**src/rtl/zrb_bt_cmd_parser.sv**
```systemverilog
// -----------------------------------------------------------------------------
// zrb_bt_cmd_parser
//
// Pops bytes from the RX byte FIFO and assembles ASCII command lines of the
// form <letter><hex digits><CR|LF>. Each well-formed line is presented to the
// controller over a valid/ready handshake. Malformed lines produce a one-cycle
// error strobe with a held reason code.
//
// Optional feature macro: ZRB_BT_CMD_ECHO_EN
//   When defined, every received byte is echoed to the TX FIFO. Parsing stalls
//   while the TX FIFO is full. When undefined, tx_wr/tx_data are tied to 0 and
//   tx_full is ignored.
//
// Ports:
//   clk        in   system clock
//   reset      in   asynchronous, active-high reset
//   fifo_data  in   RX FIFO data_out (valid the cycle after fifo_rd)
//   fifo_empty in   RX FIFO empty flag
//   fifo_rd    out  RX FIFO read_enable, one-cycle pulse
//   cmd_valid  out  decoded command available
//   cmd_ready  in   consumer accepts the command
//   cmd_code   out  command letter, folded to uppercase
//   cmd_arg    out  argument, right-justified, zero-extended
//   cmd_ndig   out  number of hex digits received (0 = no argument)
//   cmd_err    out  one-cycle error pulse
//   err_code   out  01 bad char, 10 digit overflow, 11 first char not a letter
//   tx_data    out  echo byte to TX FIFO
//   tx_wr      out  TX FIFO write_enable pulse
//   tx_full    in   TX FIFO full flag
//
// state   | meaning
// --------+------------------------------------------------------------
// S_IDLE  | wait for RX FIFO non-empty, pulse fifo_rd
// S_FETCH | RX FIFO output valid, capture it into byte_q
// S_PROC  | classify byte_q and update line state / outputs
// S_ECHO  | (echo build) write byte_q to TX FIFO once it has room
// S_EMIT  | cmd_valid high until the consumer takes it
// -----------------------------------------------------------------------------
module zrb_bt_cmd_parser #(
    parameter int  MAX_DIGITS = 4,
    localparam int ARG_W      = 4 * MAX_DIGITS
) (
    input  logic             clk,
    input  logic             reset,
    input  logic [7:0]       fifo_data,
    input  logic             fifo_empty,
    output logic             fifo_rd,
    output logic             cmd_valid,
    input  logic             cmd_ready,
    output logic [7:0]       cmd_code,
    output logic [ARG_W-1:0] cmd_arg,
    output logic [3:0]       cmd_ndig,
    output logic             cmd_err,
    output logic [1:0]       err_code,
    output logic [7:0]       tx_data,
    output logic             tx_wr,
    input  logic             tx_full
);

    typedef enum logic [2:0] {
        S_IDLE  = 3'd0,
        S_FETCH = 3'd1,
        S_PROC  = 3'd2,
`ifdef ZRB_BT_CMD_ECHO_EN
        S_ECHO  = 3'd4,
`endif
        S_EMIT  = 3'd3
    } state_t;

    state_t             state, next_state;

    logic [7:0]         byte_q;
    logic               has_cmd;
    logic               err_flag;
    logic [1:0]         err_reason;
    logic [3:0]         digit_cnt;
    logic [ARG_W-1:0]   arg_acc;
    logic [7:0]         letter_q;

    logic               is_term, is_space, is_letter, is_dec, is_hex_alpha, is_hex;
    logic [3:0]         nibble;
    logic               line_ok, line_bad, clear_line;

    // ---------------- byte classification ----------------
    always_comb begin
        is_term      = (byte_q == 8'h0D) || (byte_q == 8'h0A);
        is_space     = (byte_q == 8'h20);
        is_letter    = ((byte_q >= 8'h41) && (byte_q <= 8'h5A)) ||
                       ((byte_q >= 8'h61) && (byte_q <= 8'h7A));
        is_dec       = (byte_q >= 8'h30) && (byte_q <= 8'h39);
        is_hex_alpha = ((byte_q >= 8'h41) && (byte_q <= 8'h46)) ||
                       ((byte_q >= 8'h61) && (byte_q <= 8'h66));
        is_hex       = is_dec || is_hex_alpha;
        // 'A'/'a' have low nibble 1, so +9 maps them onto 10..15
        nibble       = 4'h0;
        if (is_dec)
            nibble = byte_q[3:0];
        else if (is_hex_alpha)
            nibble = byte_q[3:0] + 4'd9;
    end

    assign line_ok    = (state == S_PROC) && is_term && has_cmd && !err_flag;
    assign line_bad   = (state == S_PROC) && is_term && has_cmd &&  err_flag;
    assign clear_line = line_bad || ((state == S_EMIT) && cmd_ready);

    // ---------------- state register ----------------
    always_ff @(posedge clk or posedge reset) begin
        if (reset)
            state <= S_IDLE;
        else
            state <= next_state;
    end

`ifdef ZRB_BT_CMD_ECHO_EN
    logic emit_pending;

    always_ff @(posedge clk or posedge reset) begin
        if (reset)
            emit_pending <= 1'b0;
        else if (state == S_PROC)
            emit_pending <= line_ok;
    end
`else
    logic tx_full_unused;
    assign tx_full_unused = tx_full;
`endif

    // ---------------- next state / combinational outputs ----------------
    always_comb begin
        next_state = state;
        // Gate with reset so the FIFO is never popped while we are held in reset.
        fifo_rd    = 1'b0;
        cmd_valid  = 1'b0;
        tx_wr      = 1'b0;
        tx_data    = 8'h00;
        case (state)
            S_IDLE: begin
                if (!fifo_empty && !reset) begin
                    fifo_rd    = 1'b1;
                    next_state = S_FETCH;
                end
            end
            S_FETCH: next_state = S_PROC;
            S_PROC: begin
`ifdef ZRB_BT_CMD_ECHO_EN
                next_state = S_ECHO;
`else
                next_state = line_ok ? S_EMIT : S_IDLE;
`endif
            end
`ifdef ZRB_BT_CMD_ECHO_EN
            S_ECHO: begin
                tx_data = byte_q;
                if (!tx_full) begin
                    tx_wr      = 1'b1;
                    next_state = emit_pending ? S_EMIT : S_IDLE;
                end
            end
`endif
            S_EMIT: begin
                cmd_valid = 1'b1;
                if (cmd_ready)
                    next_state = S_IDLE;
            end
            default: next_state = S_IDLE;
        endcase
    end

    // ---------------- line state and registered outputs ----------------
    always_ff @(posedge clk or posedge reset) begin
        if (reset) begin
            byte_q     <= '0;
            has_cmd    <= 1'b0;
            err_flag   <= 1'b0;
            err_reason <= 2'b00;
            digit_cnt  <= '0;
            arg_acc    <= '0;
            letter_q   <= '0;
            cmd_code   <= '0;
            cmd_arg    <= '0;
            cmd_ndig   <= '0;
            cmd_err    <= 1'b0;
            err_code   <= 2'b00;
        end else begin
            cmd_err <= 1'b0;

            if (state == S_FETCH)
                byte_q <= fifo_data;

            if (state == S_PROC) begin
                if (is_term) begin
                    if (line_bad) begin
                        cmd_err  <= 1'b1;
                        err_code <= err_reason;
                    end else if (line_ok) begin
                        cmd_code <= letter_q;
                        cmd_arg  <= arg_acc;
                        cmd_ndig <= digit_cnt;
                    end
                end else if (!is_space) begin
                    if (!has_cmd) begin
                        // A bad first byte still marks the line as started so
                        // the rest of it is swallowed up to the terminator.
                        has_cmd <= 1'b1;
                        if (is_letter) begin
                            letter_q <= byte_q & 8'hDF;
                        end else begin
                            err_flag   <= 1'b1;
                            err_reason <= 2'b11;
                        end
                    end else if (is_hex) begin
                        if (digit_cnt < 4'(MAX_DIGITS)) begin
                            arg_acc   <= (arg_acc << 4) | ARG_W'(nibble);
                            digit_cnt <= digit_cnt + 4'd1;
                        end else if (!err_flag) begin
                            err_flag   <= 1'b1;
                            err_reason <= 2'b10;
                        end
                    end else if (!err_flag) begin
                        err_flag   <= 1'b1;
                        err_reason <= 2'b01;
                    end
                end
            end

            if (clear_line) begin
                has_cmd    <= 1'b0;
                err_flag   <= 1'b0;
                err_reason <= 2'b00;
                digit_cnt  <= '0;
                arg_acc    <= '0;
                letter_q   <= '0;
            end
        end
    end

endmodule
```
**config.mk**
```make
export PLATFORM = sky130hd
export DESIGN_NAME = zrb_bt_cmd_parser
export DESIGN_NICKNAME = d
export VERILOG_FILES = /design/src/rtl/zrb_bt_cmd_parser.sv
export SDC_FILE = /design/constraint.sdc
export NUM_CORES = 1
export LEC_CHECK = 0
export BUFFER_PORTS_ARGS = -buffer_cell sky130_fd_sc_hd__buf_2
export CORE_MARGIN = 2
export CORE_UTILIZATION = 56
export CTS_CLUSTER_SIZE = 28
export DETAILED_ROUTE_END_ITERATION = 8
export PLACE_DENSITY = 0.77
export SYNTH_ARGS = -nofsm -noshare
export SYNTH_HDL_FRONTEND = slang
export SYNTH_SLANG_ARGS = --single-unit
```
**constraint.sdc**
```tcl
create_clock -name clk -period 2.8 [get_ports clk]
set_clock_uncertainty 0.15 [all_clocks]
set_input_delay 0.14 -clock clk [delete_from_list [all_inputs] [get_ports clk]]
set_output_delay 0.14 -clock clk [all_outputs]
set_load 0.005 [all_outputs]
```
==> impl_metrics.yaml <==
drt:
  via_per_inst: 5.64
  drt_iter0_markers: 196
  firstDrtPassIters: 4
  drc_errors: 0
  wirelength_mm: 6.39
  wl_per_cell_um: 15.3
  drtAntennaViolNets: 0
  vias: 2359
pwr:
  p_sw_w: 0.000903
  cellLeakagePower_nw: 1.95
  irDropWorstVdd_mv: 0.447
  p_total_w: 0.00291
  sequentialPowerShare_pct: 49.8
  switching_share_pct: 31.1
  p_clk_share_pct: 28.8
  combPwrFrac_pct: 21.4
  power.density_nw_per_um2: 747
  intPower_w: 0.00200
critical_path:
  worstSetupEndpoint: "arg_acc[1]"
  arrival_ps: 2590
  path_max_fanout: 20
  slowest_delay_ps: 710
  critical_path_required_ps: 2900
  r2r_slack_ps: 300
  rr_startpoint: "byte_q[1]"
  reg2reg_depth: 7
  path_class: "flip-flop to flip-flop"
  critPathSlowestCell: "and3b_1"
  worstSetupStartpointType: "flip-flop"
  r2r-end: "arg_acc[1]"
  startpoint: "byte_q[1]"
  end_kind: "flip-flop"
  critical_path.cell_chain: "buf_4 > ha_1 > mux2i_1 > nor4_2 > and3b_1 > a21oi_1 > a211oi_1"
clock_network:
  clkTransAtPathRegs_ps: 80
  cts.repair.resized: 0
  cts_buffer_depth: 2
  clock_sinks: 71
  tritoncts: "yes"
  cts_buffers: 9
  cts_root_buf: "clkbuf_8"
  clk_latency_ps: 340
  htree_num_levels: 3
synthesis:
  synth_seq_cells: 71
  synth-async-reset-ratio_pct: 100
  ys.flop_type: "dfrtp_1"
  ys_warn_count: 0
  synth-edff-count: 0
  synth.distinct_cells: 51
  synthCells: 278
  synth_area_leaders: "dfrtp_1, mux2_2, nand3_1, buf_4, a21oi_1"
  yosysMostFrequentCell: "dfrtp_1"
  netlist.top_cell.by_area: "dfrtp_1"
  synthTopCellsByCount: "dfrtp_1, mux2_2, nand3_1, a21oi_1, o21ai_0"
  synth_top_area_share_pct: 54.5
  syn_area_um2: 3260
  syn_avg_cell_area_um2: 11.7
  seq_area_frac_synth_pct: 54.5
sta:
  post-route-period-util_pct: 89.2
  drv_slew: 0
  hold_viol: 0
  fmax_ghz: 0.400
  slew_headroom_pct: 49.0
  worstMarginPinSlew_ps: 764
  rsz0062_at_grt: "false"
  layout_setup_ws_ps: 302
  period_minus_slack_ps: 2500
  fin_tns_setup_ps: 0
  setup_viol: 0
run:
  cap_violations: 0
global_route:
  use_met3_pct: 5.39
  grtUsageTotal_pct: 23.0
  grt_pass1_wl_mm: 11.2
  grt_pass1_vias: 2293
  top_usage_layer: "met2"
  grt_remaining_overflow: 0
  grt_use_met1_pct: 32.8
  met2_usage_pct: 34.9
  grt_max_degree: 37
  grt_antenna_before_repair: 0
die:
  rows: 27
  initial_core_util_pct: 58.5
  io_pins: 55
  die_x_um: 80.3
  core_area_um2: 5570
  design.die.area_um2: 6440
  die_h_um: 80.3
placement:
  io_buffers: 43
  pre_cts_ws_ps: 348
  hpwlAfterDp_mm: 4.34
  dpl_cell_area_um2: 3580
  gp_congestion: 0.878
final_layout:
  utilization_pct: 69.8
  area_delta_synth_final_pct: 19.4
  n_antenna_cell: 0
  nNetsFinal: 360
  fillers: 421
  drive_gt1_share_pct: 34.7
  final_area_um2: 3890
status:
  status: "finished, final reports clean"
worst_hold_path:
  hp-class: "primary input to flip-flop"
## stage by stage
| step | instances | hold slack [ps] |
|---|---|---|
| final | 418 | 66.5 |
| after global routing | 418 | 84.7 |
| after detailed placement | 392 | 181 |
| after global placement | 392 | 169 |
| after floorplan | 287 | 107 |
| after CTS | 418 | 56.4 |
## layer usage
layer  share of wire, %  vias to the layer above
met1                 46                     1184
li1                   -                     1108
met5                  0                        -
met2                 48                       56
met4                1.5                        0
met3                4.0                       11
## final cells by class
class	count	area (um^2)	share of cell area [%]
sequential	71	1780	45.7
multi-input combinational	179	1330	34.1
timing repair buffer	69	448	11.5
clock buffer	11	151	3.89
tap	72	90.1	2.32
clock inverter	5	56.3	1.45
inverter	11	41.3	1.06
## flip-flops by register name, indices dropped and copies added, names as in the netlist
name / flops
byte_q: 8
cmd_arg: 16
state: 2
arg_acc: 16
digit_cnt: 4
cmd_code: 7
err_reason: 2
cmd_err: 1
letter_q: 7
err_flag: 1
has_cmd: 1
err_code: 2
cmd_ndig: 4
## layout by cell type (no fill, tap or decap), types with 2 or more instances in the layout
master,count
dfrtp_1,71
buf_2,43
mux2_2,35
nand3_1,19
a21oi_1,16
o21ai_0,16
buf_4,15
nor2_1,11
clkbuf_8,11
inv_1,10
conb_1,10
dlygate4sd3_1,10
nand2_1,6
o31ai_1,6
ha_1,6
a22o_1,5
and3_1,4
nor2b_1,3
nand3b_1,3
a31oi_1,3
and2_1,3
and3b_1,2
nor4_2,2
nor4_1,2
a211oi_1,2
clkinv_2,2
## kinds of logic (layout without fill, tap and decap cells)
family                   Yosys count  in the layout  share of synthesized area [%]
AO/OA/AOI/OAI                     62             62                           13.2
XOR/XNOR                           1              1                          0.269
adder cells (fa/ha/maj)            6              6                           2.30
buffers and inverters             37             96                           5.99
flip-flops                        71             71                           54.5
multiplexers                      36             36                           12.4
other                              1             10                          0.115
AND/OR/NAND/NOR                   64             64                           11.2
## worst min-delay path by stage
stage	start	to	cells past startpoint	slack [ps]
detailed placement	reset	state[0]	2	180
global placement	reset	state[0]	2	170
global route	fifo_empty	state[0]	3	80
finish	fifo_empty	state[0]	3	70
CTS	fifo_empty	state[0]	3	60
floorplan	fifo_data[0]	byte_q[0]	2	110
## worst max-delay path: cells and delay by family, from the launching register on
| kind | cells | cell delay, ps |
|---|---|---|
| simple gates | 2 | 850 |
| fa+ha+maj | 1 | 210 |
| flops | 1 | 380 |
| buf+inv | 1 | 160 |
| mux | 1 | 250 |
| compound gates | 2 | 400 |
## power groups by stage
stage          Clock [W]  Sequential (W)  Combinational, W
2_1_floorplan          0         0.00139          0.000480
3_3_place_gp           0         0.00145          0.000583
3_5_place_dp           0         0.00147          0.000605
4_1_cts         0.000852         0.00145          0.000620
5_1_grt         0.000898         0.00148          0.000702
6_report        0.000836         0.00145          0.000622
## repair_timing
item / CTS / global route
hold endpoints to repair: 44 / 0
hold buffers: 10 / 0
buffers inserted: 0 / 0
Note: power is estimated with default switching activity, not from simulation.
